$ cat config.mk
export PLATFORM = sky130hd
export DESIGN_NAME = core_dispatcher_flat
export DESIGN_NICKNAME = d
export VERILOG_FILES = /design/src/rtl/core_dispatcher_pkg.sv /design/src/rtl/core_dispatcher_if.sv /design/src/rtl/core_dispatcher_job_fifo.sv /design/src/rtl/core_dispatcher.sv /design/src/flat_wrapper.sv
export SDC_FILE = /design/constraint.sdc
export NUM_CORES = 1
export LEC_CHECK = 0
export CAP_MARGIN = 20
export CORE_ASPECT_RATIO = 1.75
export CORE_MARGIN = 10
export CORE_UTILIZATION = 45
export CTS_CLUSTER_SIZE = 25
export DETAILED_ROUTE_END_ITERATION = 8
export GPL_TIMING_DRIVEN = 0
export MAX_ROUTING_LAYER = met4
export PLACE_DENSITY = 0.69
export SYNTH_ARGS = -nofsm -noshare
export SYNTH_HDL_FRONTEND = slang
export SYNTH_HIERARCHICAL = 1
export SYNTH_SLANG_ARGS = --single-unit
$ cat constraint.sdc
create_clock -name clk -period 4.5 [get_ports clk]
set_input_delay 1.125 -clock clk [delete_from_list [all_inputs] [get_ports clk]]
set_output_delay 1.125 -clock clk [all_outputs]
set_load 0.03 [all_outputs]
$ cat src/rtl/core_dispatcher_pkg.sv
// Shared types and helpers for the core dispatcher slice.
//   slot_state_t : per-core scheduling slot state
//   DEF_*        : default job-ID and result widths
//   rr_pick      : round-robin pick of the first set mask bit at or after ptr
package core_dispatcher_pkg;

    typedef enum logic [1:0] {
        SLOT_IDLE = 2'd0,
        SLOT_RUN  = 2'd1,
        SLOT_HOLD = 2'd2
    } slot_state_t;

    localparam int DEF_JOB_ID_W = 8;
    localparam int DEF_RESULT_W = 32;

    // Upper bound on the core count the arbiter helper can scan.
    localparam int MAX_CORES = 32;

    // Returns the index of the first set bit of mask[n-1:0] found when scanning
    // upward from ptr with wrap-around, or -1 when no bit is set.  The loop runs
    // downward so the smallest offset from ptr is the last (winning) assignment.
    function automatic int rr_pick(input logic [MAX_CORES-1:0] mask,
                                   input int ptr,
                                   input int n);
        int idx;
        logic [MAX_CORES-1:0] sh;
        rr_pick = -1;
        for (int i = MAX_CORES - 1; i >= 0; i--) begin
            if (i < n) begin
                idx = ptr + i;
                if (idx >= n) idx = idx - n;
                sh = mask >> idx;
                if (sh[0]) rr_pick = idx;
            end
        end
    endfunction

endpackage

$ cat src/rtl/core_dispatcher_if.sv
// Bundle of the dispatcher's three streams: job intake (valid/ready), the
// per-core start/done bus towards the cnn_top array, and the result stream
// (valid/ready).  The dispatcher uses the slave modport; the job source,
// cores and result consumer together form the master side.
interface core_dispatcher_if
    import core_dispatcher_pkg::*;
#(
    parameter int N_CORES  = 4,
    parameter int JOB_ID_W = DEF_JOB_ID_W,
    parameter int RESULT_W = DEF_RESULT_W
);
    localparam int CW = $clog2(N_CORES);

    logic                         job_valid;
    logic                         job_ready;
    logic [JOB_ID_W-1:0]          job_id;

    logic [N_CORES-1:0]           core_start;
    logic [N_CORES*JOB_ID_W-1:0]  core_job_id;
    logic [N_CORES-1:0]           core_done;
    logic [N_CORES*RESULT_W-1:0]  core_value;

    logic                         res_valid;
    logic                         res_ready;
    logic [JOB_ID_W-1:0]          res_id;
    logic [CW-1:0]                res_core;
    logic [RESULT_W-1:0]          res_value;

    modport master (
        output job_valid, job_id, core_done, core_value, res_ready,
        input  job_ready, core_start, core_job_id,
               res_valid, res_id, res_core, res_value
    );

    modport slave (
        input  job_valid, job_id, core_done, core_value, res_ready,
        output job_ready, core_start, core_job_id,
               res_valid, res_id, res_core, res_value
    );

endinterface

$ cat src/rtl/core_dispatcher_job_fifo.sv
// Synchronous job-ID FIFO, DEPTH entries of W bits, first-word fall-through
// head on dout.
//   clk, rst      : clock, synchronous active-high reset (pointers/count only)
//   push, din     : write request and data (ignored when full unless popping)
//   pop, dout     : read request and current head entry
//   full, empty   : occupancy flags
//   count         : number of stored entries
module core_dispatcher_job_fifo #(
    parameter int DEPTH = 8,
    parameter int W     = 8
) (
    input  logic                     clk,
    input  logic                     rst,
    input  logic                     push,
    input  logic [W-1:0]             din,
    input  logic                     pop,
    output logic [W-1:0]             dout,
    output logic                     full,
    output logic                     empty,
    output logic [$clog2(DEPTH):0]   count
);
    localparam int AW   = $clog2(DEPTH);
    localparam int CNTW = AW + 1;

    logic [W-1:0]  mem [DEPTH];
    logic [AW-1:0] wr_ptr;
    logic [AW-1:0] rd_ptr;
    logic          do_push;
    logic          do_pop;

    assign full    = (count == CNTW'(DEPTH));
    assign empty   = (count == '0);
    assign do_pop  = pop && !empty;
    // A pop frees the slot being written, so a push at full is legal then.
    assign do_push = push && (!full || do_pop);
    assign dout    = mem[rd_ptr];

    always_ff @(posedge clk) begin
        if (do_push) mem[wr_ptr] <= din;
    end

    // Pointers wrap naturally because DEPTH is a power of two.
    always_ff @(posedge clk) begin
        if (rst) begin
            wr_ptr <= '0;
            rd_ptr <= '0;
            count  <= '0;
        end else begin
            if (do_push) wr_ptr <= wr_ptr + AW'(1);
            if (do_pop)  rd_ptr <= rd_ptr + AW'(1);
            if (do_push && !do_pop)      count <= count + CNTW'(1);
            else if (!do_push && do_pop) count <= count - CNTW'(1);
        end
    end

endmodule

$ cat src/rtl/core_dispatcher.sv
// Job scheduler in front of an array of N_CORES cnn_top instances.  Incoming
// job IDs are queued and issued to free cores with a one-cycle start pulse;
// each core's prediction is captured on completion and returned through a
// registered valid/ready result stream tagged with job ID and core index.
//   clk, rst      : clock, synchronous active-high reset
//   bus (slave)   : job intake, core start/done bus, result stream
//   outstanding   : jobs accepted but not yet returned
//   idle          : registered "FIFO empty and every slot IDLE"
//   err_spurious  : sticky, set by core_done on a core that was not running
module core_dispatcher
    import core_dispatcher_pkg::*;
#(
    parameter int N_CORES  = 4,
    parameter int JOB_ID_W = DEF_JOB_ID_W,
    parameter int RESULT_W = DEF_RESULT_W,
    parameter int QDEPTH   = 8
) (
    input  logic                                clk,
    input  logic                                rst,
    core_dispatcher_if.slave                    bus,
    output logic [$clog2(QDEPTH+N_CORES):0]     outstanding,
    output logic                                idle,
    output logic                                err_spurious
);
    localparam int CW    = $clog2(N_CORES);
    localparam int OUT_W = $clog2(QDEPTH + N_CORES) + 1;
    localparam int CNT_W = $clog2(QDEPTH) + 1;

    slot_state_t          slot_st  [N_CORES];
    logic [JOB_ID_W-1:0]  slot_job [N_CORES];
    logic [RESULT_W-1:0]  slot_res [N_CORES];

    logic [N_CORES-1:0]   idle_mask;
    logic [N_CORES-1:0]   hold_mask;
    logic [N_CORES-1:0]   res_avail;
    logic [CW-1:0]        disp_ptr;
    logic [CW-1:0]        res_ptr;
    logic [CW-1:0]        disp_idx;
    logic [CW-1:0]        res_idx;
    int                   disp_pick;
    int                   res_pick;
    int                   res_from;

    logic                 fifo_full;
    logic                 fifo_empty;
    logic [JOB_ID_W-1:0]  fifo_head;
    logic [CNT_W-1:0]     fifo_count;
    logic                 accept;
    logic                 disp_go;
    logic                 xfer;

    function automatic int next_core(input int k);
        return (k == N_CORES - 1) ? 0 : k + 1;
    endfunction

    assign bus.job_ready = !fifo_full;
    assign accept        = bus.job_valid && !fifo_full;
    assign xfer          = bus.res_valid && bus.res_ready;

    core_dispatcher_job_fifo #(
        .DEPTH (QDEPTH),
        .W     (JOB_ID_W)
    ) u_job_fifo (
        .clk   (clk),
        .rst   (rst),
        .push  (accept),
        .din   (bus.job_id),
        .pop   (disp_go),
        .dout  (fifo_head),
        .full  (fifo_full),
        .empty (fifo_empty),
        .count (fifo_count)
    );

    for (genvar g = 0; g < N_CORES; g++) begin : g_job_out
        assign bus.core_job_id[g*JOB_ID_W +: JOB_ID_W] = slot_job[g];
    end

    always_comb begin
        idle_mask = '0;
        hold_mask = '0;
        for (int k = 0; k < N_CORES; k++) begin
            idle_mask[k] = (slot_st[k] == SLOT_IDLE);
            hold_mask[k] = (slot_st[k] == SLOT_HOLD);
        end
    end

    // Dispatch only looks at slots that are IDLE before this edge, so a slot
    // released by a result transfer waits one cycle before being reissued.
    always_comb begin
        disp_pick = rr_pick(MAX_CORES'(idle_mask), int'(disp_ptr), N_CORES);
        disp_go   = !fifo_empty && (disp_pick >= 0);
        disp_idx  = CW'(disp_pick);
    end

    // The result register reloads when empty or when its content is being
    // taken.  On a transfer the departing slot is masked out and the search
    // restarts just past it, which yields one result per cycle.
    always_comb begin
        res_avail = hold_mask;
        res_from  = int'(res_ptr);
        if (xfer) begin
            res_avail[bus.res_core] = 1'b0;
            res_from                = next_core(int'(bus.res_core));
        end
        res_pick = rr_pick(MAX_CORES'(res_avail), res_from, N_CORES);
        res_idx  = CW'(res_pick);
    end

    always_ff @(posedge clk) begin
        if (rst) begin
            for (int k = 0; k < N_CORES; k++) begin
                slot_st[k]  <= SLOT_IDLE;
                slot_job[k] <= '0;
            end
            bus.core_start <= '0;
            bus.res_valid  <= 1'b0;
            bus.res_id     <= '0;
            bus.res_core   <= '0;
            bus.res_value  <= '0;
            disp_ptr       <= '0;
            res_ptr        <= '0;
            outstanding    <= '0;
            idle           <= 1'b1;
            err_spurious   <= 1'b0;
        end else begin
            bus.core_start <= '0;

            // Completion: only a RUN slot may finish; anything else is flagged.
            for (int k = 0; k < N_CORES; k++) begin
                if (bus.core_done[k]) begin
                    if (slot_st[k] == SLOT_RUN) begin
                        slot_st[k]  <= SLOT_HOLD;
                        slot_res[k] <= bus.core_value[k*RESULT_W +: RESULT_W];
                    end else begin
                        err_spurious <= 1'b1;
                    end
                end
            end

            if (xfer) begin
                slot_st[bus.res_core] <= SLOT_IDLE;
                res_ptr               <= CW'(next_core(int'(bus.res_core)));
            end

            if (disp_go) begin
                slot_st[disp_idx]        <= SLOT_RUN;
                slot_job[disp_idx]       <= fifo_head;
                bus.core_start[disp_idx] <= 1'b1;
                disp_ptr                 <= CW'(next_core(int'(disp_idx)));
            end

            if (!bus.res_valid || bus.res_ready) begin
                if (res_pick >= 0) begin
                    bus.res_valid <= 1'b1;
                    bus.res_id    <= slot_job[res_idx];
                    bus.res_core  <= res_idx;
                    bus.res_value <= slot_res[res_idx];
                end else begin
                    bus.res_valid <= 1'b0;
                end
            end

            if (accept && !xfer)      outstanding <= outstanding + OUT_W'(1);
            else if (!accept && xfer) outstanding <= outstanding - OUT_W'(1);

            idle <= (fifo_count == '0) && (&idle_mask);
        end
    end

endmodule
$ cat src/flat_wrapper.sv
// flat-port wrapper written by rule: the top's interface ports become plain ports
module core_dispatcher_flat import core_dispatcher_pkg::*;
#(
    parameter int N_CORES  = 4,
    parameter int JOB_ID_W = DEF_JOB_ID_W,
    parameter int RESULT_W = DEF_RESULT_W,
    parameter int QDEPTH   = 8
)
  (clk, rst, outstanding, idle, err_spurious, bus_job_valid, bus_job_id, bus_core_done, bus_core_value, bus_res_ready, bus_job_ready, bus_core_start, bus_core_job_id, bus_res_valid, bus_res_id, bus_res_core, bus_res_value);
  core_dispatcher_if #(.N_CORES(N_CORES), .JOB_ID_W(JOB_ID_W), .RESULT_W(RESULT_W)) bus_i ();
  input  logic clk;
  input  logic rst;
  output logic [$clog2(QDEPTH+N_CORES):0] outstanding;
  output logic idle;
  output logic err_spurious;
  input wire logic [$bits(bus_i.job_valid)-1:0] bus_job_valid;
  input wire logic [$bits(bus_i.job_id)-1:0] bus_job_id;
  input wire logic [$bits(bus_i.core_done)-1:0] bus_core_done;
  input wire logic [$bits(bus_i.core_value)-1:0] bus_core_value;
  input wire logic [$bits(bus_i.res_ready)-1:0] bus_res_ready;
  output wire logic [$bits(bus_i.job_ready)-1:0] bus_job_ready;
  output wire logic [$bits(bus_i.core_start)-1:0] bus_core_start;
  output wire logic [$bits(bus_i.core_job_id)-1:0] bus_core_job_id;
  output wire logic [$bits(bus_i.res_valid)-1:0] bus_res_valid;
  output wire logic [$bits(bus_i.res_id)-1:0] bus_res_id;
  output wire logic [$bits(bus_i.res_core)-1:0] bus_res_core;
  output wire logic [$bits(bus_i.res_value)-1:0] bus_res_value;
  assign bus_i.job_valid = bus_job_valid;
  assign bus_i.job_id = bus_job_id;
  assign bus_i.core_done = bus_core_done;
  assign bus_i.core_value = bus_core_value;
  assign bus_i.res_ready = bus_res_ready;
  assign bus_job_ready = bus_i.job_ready;
  assign bus_core_start = bus_i.core_start;
  assign bus_core_job_id = bus_i.core_job_id;
  assign bus_res_valid = bus_i.res_valid;
  assign bus_res_id = bus_i.res_id;
  assign bus_res_core = bus_i.res_core;
  assign bus_res_value = bus_i.res_value;
  core_dispatcher #(.N_CORES(N_CORES), .JOB_ID_W(JOB_ID_W), .RESULT_W(RESULT_W), .QDEPTH(QDEPTH)) u_core (.clk(clk), .rst(rst), .bus(bus_i), .outstanding(outstanding), .idle(idle), .err_spurious(err_spurious));
endmodule
==> impl_metrics.env, run 1 <==
export IMPL_final_nets=1555
export IMPL_synth_warning_count=6
export IMPL_crit_chain="buf_2 > inv_2 > ha_1 > a221o_1 > a31oi_1 > clkbuf_2 > o41ai_2 > ha_1 > inv_1 > ha_1 > a21oi_1 > a211oi_1 > a31oi_1 > mux2_2"
export IMPL_rows=84
export IMPL_fin_cells=1792
export IMPL_dp_hpwl_mm=32.6
export IMPL_cts_root_buf="clkbuf_16"
export IMPL_crit_slowest_cell="a31oi_1"
export IMPL_syn_to_final_growth_pct=30.0
export IMPL_gp_congestion=0.896
export IMPL_fp_dieW_um=151
export IMPL_synth_edff_count=224
export IMPL_clkPwrFrac_pct=22.7
export IMPL_crit_top_cell="ha_1"
export IMPL_slew_headroom_pct=38.7
export IMPL_wl_per_cell_um=24.3
export IMPL_insertion_delay_ns=0.59
export IMPL_critPathMaxStageDelay_ns=0.46
export IMPL_min_period_ns=4.19
export IMPL_synthFlopType="edfxtp_1"
export IMPL_overflow=0
export IMPL_grt_total_usage_pct=22.8
export IMPL_netlist_area_sq_um=13600
export IMPL_ant_nets=0
export IMPL_drive_above_1_share_pct=12.1
export IMPL_tightest_slew_ns=0.916
export IMPL_grt_max_degree=17
export IMPL_async_flop_share_pct=0
export IMPL_cellLeakagePower_nw=6.56
export IMPL_vdd_drop_max_uv=344
export IMPL_vias=10300
export IMPL_place_area_sq_um=16600
export IMPL_yosysTopAreaCellShare_pct=49.5
export IMPL_antenna_found_initial=1
export IMPL_pwr_share_comb_pct=42.8
export IMPL_drtIter0Drc=735
export IMPL_status="complete, no violations"
export IMPL_vias_per_cell=5.74
export IMPL_syn_inst=1102
export IMPL_syn_nets=1275
export IMPL_numCtsBuffers=28
export IMPL_grt_pass1_wl_mm=63.8
export IMPL_worst_path_buf_inv=4
export IMPL_die_h_um=250
export IMPL_ys_seq_elements=303
export IMPL_core_area_sq_um=30000
export IMPL_period_share_pct=93.0
export IMPL_p_int_mw=6.86
export IMPL_crit_fanout=12
export IMPL_synth_seq_area_share_pct=61.1
export IMPL_rsz0062_at_grt="false"
export IMPL_wl_mm=43.5
export IMPL_port_buffers=230
export IMPL_syn_mean_instance_area_sq_um=12.3
export IMPL_hold_violations=0
export IMPL_ctsHoldBuffers=0
export IMPL_initial_utilization_pct=45.4
export IMPL_slew_viol_final=0
export IMPL_pin_count=231
export IMPL_crit_path_start_kind="flip-flop"
export IMPL_critical_path_class="flip-flop to flip-flop"
export IMPL_cts_num_sinks=303
export IMPL_crit_path_end_kind="flip-flop"
export IMPL_synth_distinct_cells=69
export IMPL_hp_class="flip-flop to flip-flop"
export IMPL_powerDensity_nw_per_um2=628
export IMPL_p_sw_mw=4.23
export IMPL_maxCapViolCount=0
export IMPL_timing_hold_ws_ns=0.496
export IMPL_crit_family="compound AO/OA/AOI/OAI gates"
export IMPL_finalSetupViolCount=0
export IMPL_dieArea_sq_um=37800
export IMPL_placed_cells=1735
export IMPL_critical_path_arrival_ns=4.63
export IMPL_fin_area_sq_um=17700
export IMPL_htreeDepth=1
export IMPL_synth_area_top_cells="edfxtp_1 (49%), dfxtp_1 (12%), nand2_1 (3.6%)"
export IMPL_grt_pass1_vias=10500
export IMPL_path_clk_slew_ns=0.06
export IMPL_fmax_mhz=239
export IMPL_p_sw_share_pct=38.1
export IMPL_cts_tree="yes"
export IMPL_synth_top_area_cell="edfxtp_1"
export IMPL_firstDrtPassIters=5
export IMPL_drc=0
export IMPL_clockBufferDepth=3
export IMPL_skew_ns=0.0325
export IMPL_p_seq_share_pct=34.5
export IMPL_critPathRequiredTime_ns=4.95
tightest hold or removal path, stage by stage, from the launching register on:
cell and delay (ns):
dfxtp_1 0.33, o21ai_0 0.07, a21oi_1 0.06
placed cells by master, fill, tap and decap left out, types with 7 or more instances in the layout:
cell type	count
dfxtp_1	79
edfxtp_1	224
and3_1	53
buf_6	21
nand2_1	130
nor3_1	8
o21ai_0	43
clkdlybuf4s50_1	229
nand4_1	43
clkbuf_16	28
inv_1	12
nand2b_1	57
nor2b_1	7
mux4_2	16
ha_1	26
nor2_1	45
clkbuf_2	14
and2_1	26
a22oi_1	40
o311a_1	40
mux2i_1	8
clkbuf_1	34
buf_4	8
mux2_2	14
a21oi_1	58
buf_2	12
through the flow:
| step | worst slack, ns | total power [mW] | TNS, ns | utilization [%] |
|---|---|---|---|---|
| floorplan | 0.0957 | 6.74 | 0 | - |
| global placement | -3.33 | 8.36 | -436.90 | 54.7 |
| detailed placement | -1.19 | 8.49 | -39.25 | 55.3 |
| CTS | -0.000518 | 11.1 | -0.000518 | 58.8 |
| global route | 0.0355 | 11.6 | 0 | 59.0 |
| finish | 0.314 | 11.1 | 0 | 59.0 |
cells by family after synthesis:
group | synth area share (%)
compound gates | 11.7
xor+xnor | 0.580
fa+ha+maj | 2.78
buf+inv | 3.11
flops | 61.1
mux | 4.83
simple gates | 15.8
per-layer routing:
metal / track usage [%] / wire length, um / vias up
met4: 10.3 / 2090 / 0
met1: 23.7 / 15100 / 4998
met3: 2.79 / 2790 / 106
met2: 41.3 / 23500 / 453
li1: - / - / 4735
met5: - / 0 / -
power groups by stage:
stage	combinational [mW]	clock, mW	sequential (mW)
floorplan	2.42	0	4.32
global placement	4.48	0	3.87
detailed placement	4.61	0	3.88
CTS	4.70	2.56	3.82
global route	5.08	2.67	3.87
finish	4.74	2.52	3.82
state kept, by name, indices dropped and copies added (netlist names), named ones only:
name	count
u_core/err_spurious	1
u_core/u_job_fifo/wr_ptr	3
u_core/bus.res_valid	1
u_core/outstanding	5
u_core/bus.core_start	4
u_core/disp_ptr	2
u_core/idle	1
u_core/bus.res_core	2
u_core/slot_st	8
u_core/u_job_fifo/count	4
u_core/u_job_fifo/rd_ptr	3
u_core/slot_res	128
u_core/bus.res_value	32
u_core/slot_job	32
u_core/u_job_fifo/mem	64
u_core/bus.res_id	8
u_core/res_ptr	2
synthesized netlist by cell type, types with 11 or more instances:
library cell / number
edfxtp_1: 224
nand2_1: 130
dfxtp_1: 79
a21oi_1: 59
nand2b_1: 57
and3_1: 53
nor2_1: 48
clkbuf_1: 46
nand4_1: 43
o21ai_0: 43
a22oi_1: 40
o311a_1: 40
ha_1: 27
and2_1: 26
mux4_2: 16
mux2_2: 14
inv_1: 12
buf_2: 11
cell type report:
| type | instances | area, sq um |
|---|---|---|
| buffer | 71 | 390 |
| sequential | 303 | 8310 |
| clock buffer | 34 | 753 |
| clock inverter | 18 | 230 |
| multi-input combinational | 712 | 4930 |
| tap | 387 | 484 |
| antenna | 1 | 2.50 |
| timing repair buffer | 250 | 2500 |
| fill | 2450 | 12300 |
| inverter | 16 | 60.1 |
final timing paths:
path	from	endpoint	slack, ns	cells after the start
worst min-delay path	u_core/outstanding[4]$_SDFFE_PP0P_	u_core/outstanding[4]$_SDFFE_PP0P_	0.50	2
worst max-delay path	u_core/disp_ptr[0]$_SDFFE_PP0P_	u_core/u_job_fifo/count[3]$_SDFFE_PP0P_	0.31	14
worst min register to register	u_core/outstanding[4]$_SDFFE_PP0P_	u_core/outstanding[4]$_SDFFE_PP0P_	0.50	2
worst max register to register	u_core/disp_ptr[0]$_SDFFE_PP0P_	u_core/u_job_fifo/count[3]$_SDFFE_PP0P_	0.31	14
repair_timing:
| action | 4_1_cts | 5_1_grt |
|---|---|---|
| setup buffers | 4 | 0 |
| setup endpoints to repair | 42 | 43 |
| resized for setup | 17 | 20 |
| pin swaps | 0 | 1 |
(Power assumes the default switching activity.)
==> inputs of run 2 (changes only) <==
Clock period 4.5 ns to 3.8 ns, I/O delays scaled along.
==> run 2 against run 1 <==
  * Non-clock buffer count grew 8
  * Via count grew 0.90%
  * Utilization grew 0.48 points
  * Sequential share of layout area shrank 0.36 points
  * Largest cell class unchanged
  * Largest power group unchanged
  * Highest routed layer unchanged
==> impl_metrics.env, run 2 (synthesis results as in run 1) <==
export IMPL_finish_utilization_pct=59.5
export IMPL_hold_violations=0
export IMPL_cts_tree="yes"
export IMPL_wl_per_cell_um=24.2
export IMPL_initial_utilization_pct=45.4
export IMPL_slew_viol_final=0
export IMPL_hp_class="flip-flop to flip-flop"
export IMPL_insertion_delay_ns=0.59
export IMPL_status="complete, no violations"
export IMPL_die_h_um=250
export IMPL_finalSetupViolCount=0
export IMPL_numCtsBuffers=28
export IMPL_reg2reg_depth=16
export IMPL_vias_per_cell=5.77
export IMPL_port_buffers=230
export IMPL_grt_max_degree=18
export IMPL_slew_headroom_pct=43.4
export IMPL_wl_mm=43.5
export IMPL_whs_path_depth=2
export IMPL_critPathRequiredTime_ns=4.31
export IMPL_p_sw_mw=5.06
export IMPL_dpl_worst_slack_ns=-1.55
export IMPL_final_cell_mix="clkdlybuf4s50_1 (229), edfxtp_1 (224), nand2_1 (130)"
export IMPL_vias=10400
export IMPL_fin_cells=1800
export IMPL_drtIter0Drc=638
export IMPL_pin_count=231
export IMPL_fmax_mhz=271
export IMPL_regMostFlops="u_core/slot_res"
export IMPL_ctsHoldBuffers=0
export IMPL_path_clk_slew_ns=0.06
export IMPL_pwr_share_comb_pct=43.6
export IMPL_critical_path_class="primary input to flip-flop"
export IMPL_crit_path_start_kind="primary input"
export IMPL_skew_ns=0.0283
export IMPL_tightest_slew_ns=0.846
export IMPL_syn_to_final_growth_pct=31.0
export IMPL_placed_cells=1734
export IMPL_postLayoutSetupSlackWorst_ns=0.111
export IMPL_reg2reg_slack_ns=0.13
export IMPL_rsz0062_at_grt="false"
export IMPL_gp_congestion=0.871
export IMPL_p_sw_share_pct=38.2
export IMPL_dieArea_sq_um=37800
export IMPL_vdd_drop_max_uv=433
export IMPL_place_area_sq_um=16600
export IMPL_fin_area_sq_um=17800
export IMPL_core_area_sq_um=30000
export IMPL_htreeDepth=1
export IMPL_grt_pass1_vias=10700
export IMPL_maxCapViolCount=0
export IMPL_critical_path_arrival_ns=4.20
export IMPL_largest_reg_flops=128
export IMPL_clockBufferDepth=3
export IMPL_min_period_ns=3.69
export IMPL_grt_pass1_wl_mm=63.9
export IMPL_clkPwrFrac_pct=22.3
export IMPL_cellLeakagePower_nw=6.58
export IMPL_p_seq_share_pct=34.2
export IMPL_fillers=2434
export IMPL_dp_hpwl_mm=32.2
export IMPL_p_int_mw=8.19
export IMPL_drive_above_1_share_pct=13.5
export IMPL_layout_commonest_cell="clkdlybuf4s50_1"
export IMPL_crit_fanout=10
export IMPL_final_nets=1563
export IMPL_ant_nets=0
export IMPL_overflow=0
export IMPL_fp_dieW_um=151
export IMPL_grt_total_usage_pct=22.8
export IMPL_top_regs="u_core/slot_res: 128 flops, u_core/u_job_fifo/mem: 64 flops"
export IMPL_rows=84
export IMPL_firstDrtPassIters=6
export IMPL_powerDensity_nw_per_um2=744
export IMPL_cts_root_buf="clkbuf_16"
export IMPL_period_share_pct=97.1
export IMPL_antenna_found_initial=1
export IMPL_cts_num_sinks=303
export IMPL_drc=0
export IMPL_crit_path_end_kind="flip-flop"
run 2: changes by cell type in the layout (fill, tap and decap cells not counted), moves of 2 or more:
cell / previous run / this run
buf_2: 12 / 9
buf_4: 8 / 16
nor4_1: 5 / 3
clkbuf_4: 1 / 3
clkbuf_1: 34 / 36
clkinvlp_4: 2 / 4
buf_12: 0 / 2
dfxtp_2: 0 / 3
dfxtp_1: 79 / 76
inv_1: 12 / 10
clkbuf_8: 3 / 1
run 2: metal layers:
layer / track usage, % / routed length (um) / up-vias
met3: 2.72 / 2740 / 128
met4: 11.4 / 2280 / 0
met5: - / 0 / -
met1: 23.8 / 15200 / 5073
li1: - / - / 4741
met2: 40.8 / 23300 / 443
run 2: path summary, 6_finish.rpt:
kind / start / endpoint
worst min-delay path: u_core/outstanding[4]$_SDFFE_PP0P_ / u_core/outstanding[4]$_SDFFE_PP0P_
worst max-delay path: bus_res_ready / u_core/bus.res_value[24]$_SDFFE_PP0P_
worst min register to register: u_core/outstanding[4]$_SDFFE_PP0P_ / u_core/outstanding[4]$_SDFFE_PP0P_
worst max register to register: u_core/bus.res_core[0]$_SDFFE_PP0P_ / u_core/bus.res_value[24]$_SDFFE_PP0P_
run 2: through the flow:
stage               hold slack [ns]  TNS (ns)  total power [mW]
global placement              0.489   -513.50              9.90
CTS                           0.523         0              13.2
global route                  0.542         0              13.9
floorplan                     0.490    -54.95              8.00
finish                        0.512         0              13.3
detailed placement            0.507    -60.15              10.0
run 2: layout make-up:
cell class                 instances  area (sq um)  area share, %
sequential                       303          8310           46.7
clock buffer                      33           719           4.04
clock inverter                    19           243           1.36
antenna                            1          2.50         0.0141
tap                              387           484           2.72
inverter                          16          62.6          0.351
timing repair buffer             258          2570           14.4
buffer                            71           413           2.32
multi-input combinational        712          5000           28.1
run 2: repair_timing:
action	4_1_cts	5_1_grt
gates resized for setup	35	20
pin swaps	3	5
cloned	0	0
setup buffers	10	2
endpoints found under the setup margin	107	51
run 2: power by group through the flow:
stage	clock network, mW	registers, mW	logic (mW)
after global routing	3.12	4.59	6.17
after global placement	0	4.59	5.31
after floorplan	0	5.12	2.88
final	2.95	4.53	5.77
after detailed placement	0	4.59	5.46
after CTS	3.00	4.52	5.70
run 2: critical path: stages:
cell and delay (ns):
clkbuf_2 0.13, buf_6 0.15, and4bb_4 0.27, nor2_4 0.05
buf_6 0.15, inv_4 0.10, ha_2 0.20, and3b_2 0.26
nor4_4 0.29, o22ai_2 0.15, or4_4 0.54, mux2i_4 0.18
buf_12 0.17, buf_6 0.17, nand2_1 0.08, nand4_1 0.17
o311a_1 0.18
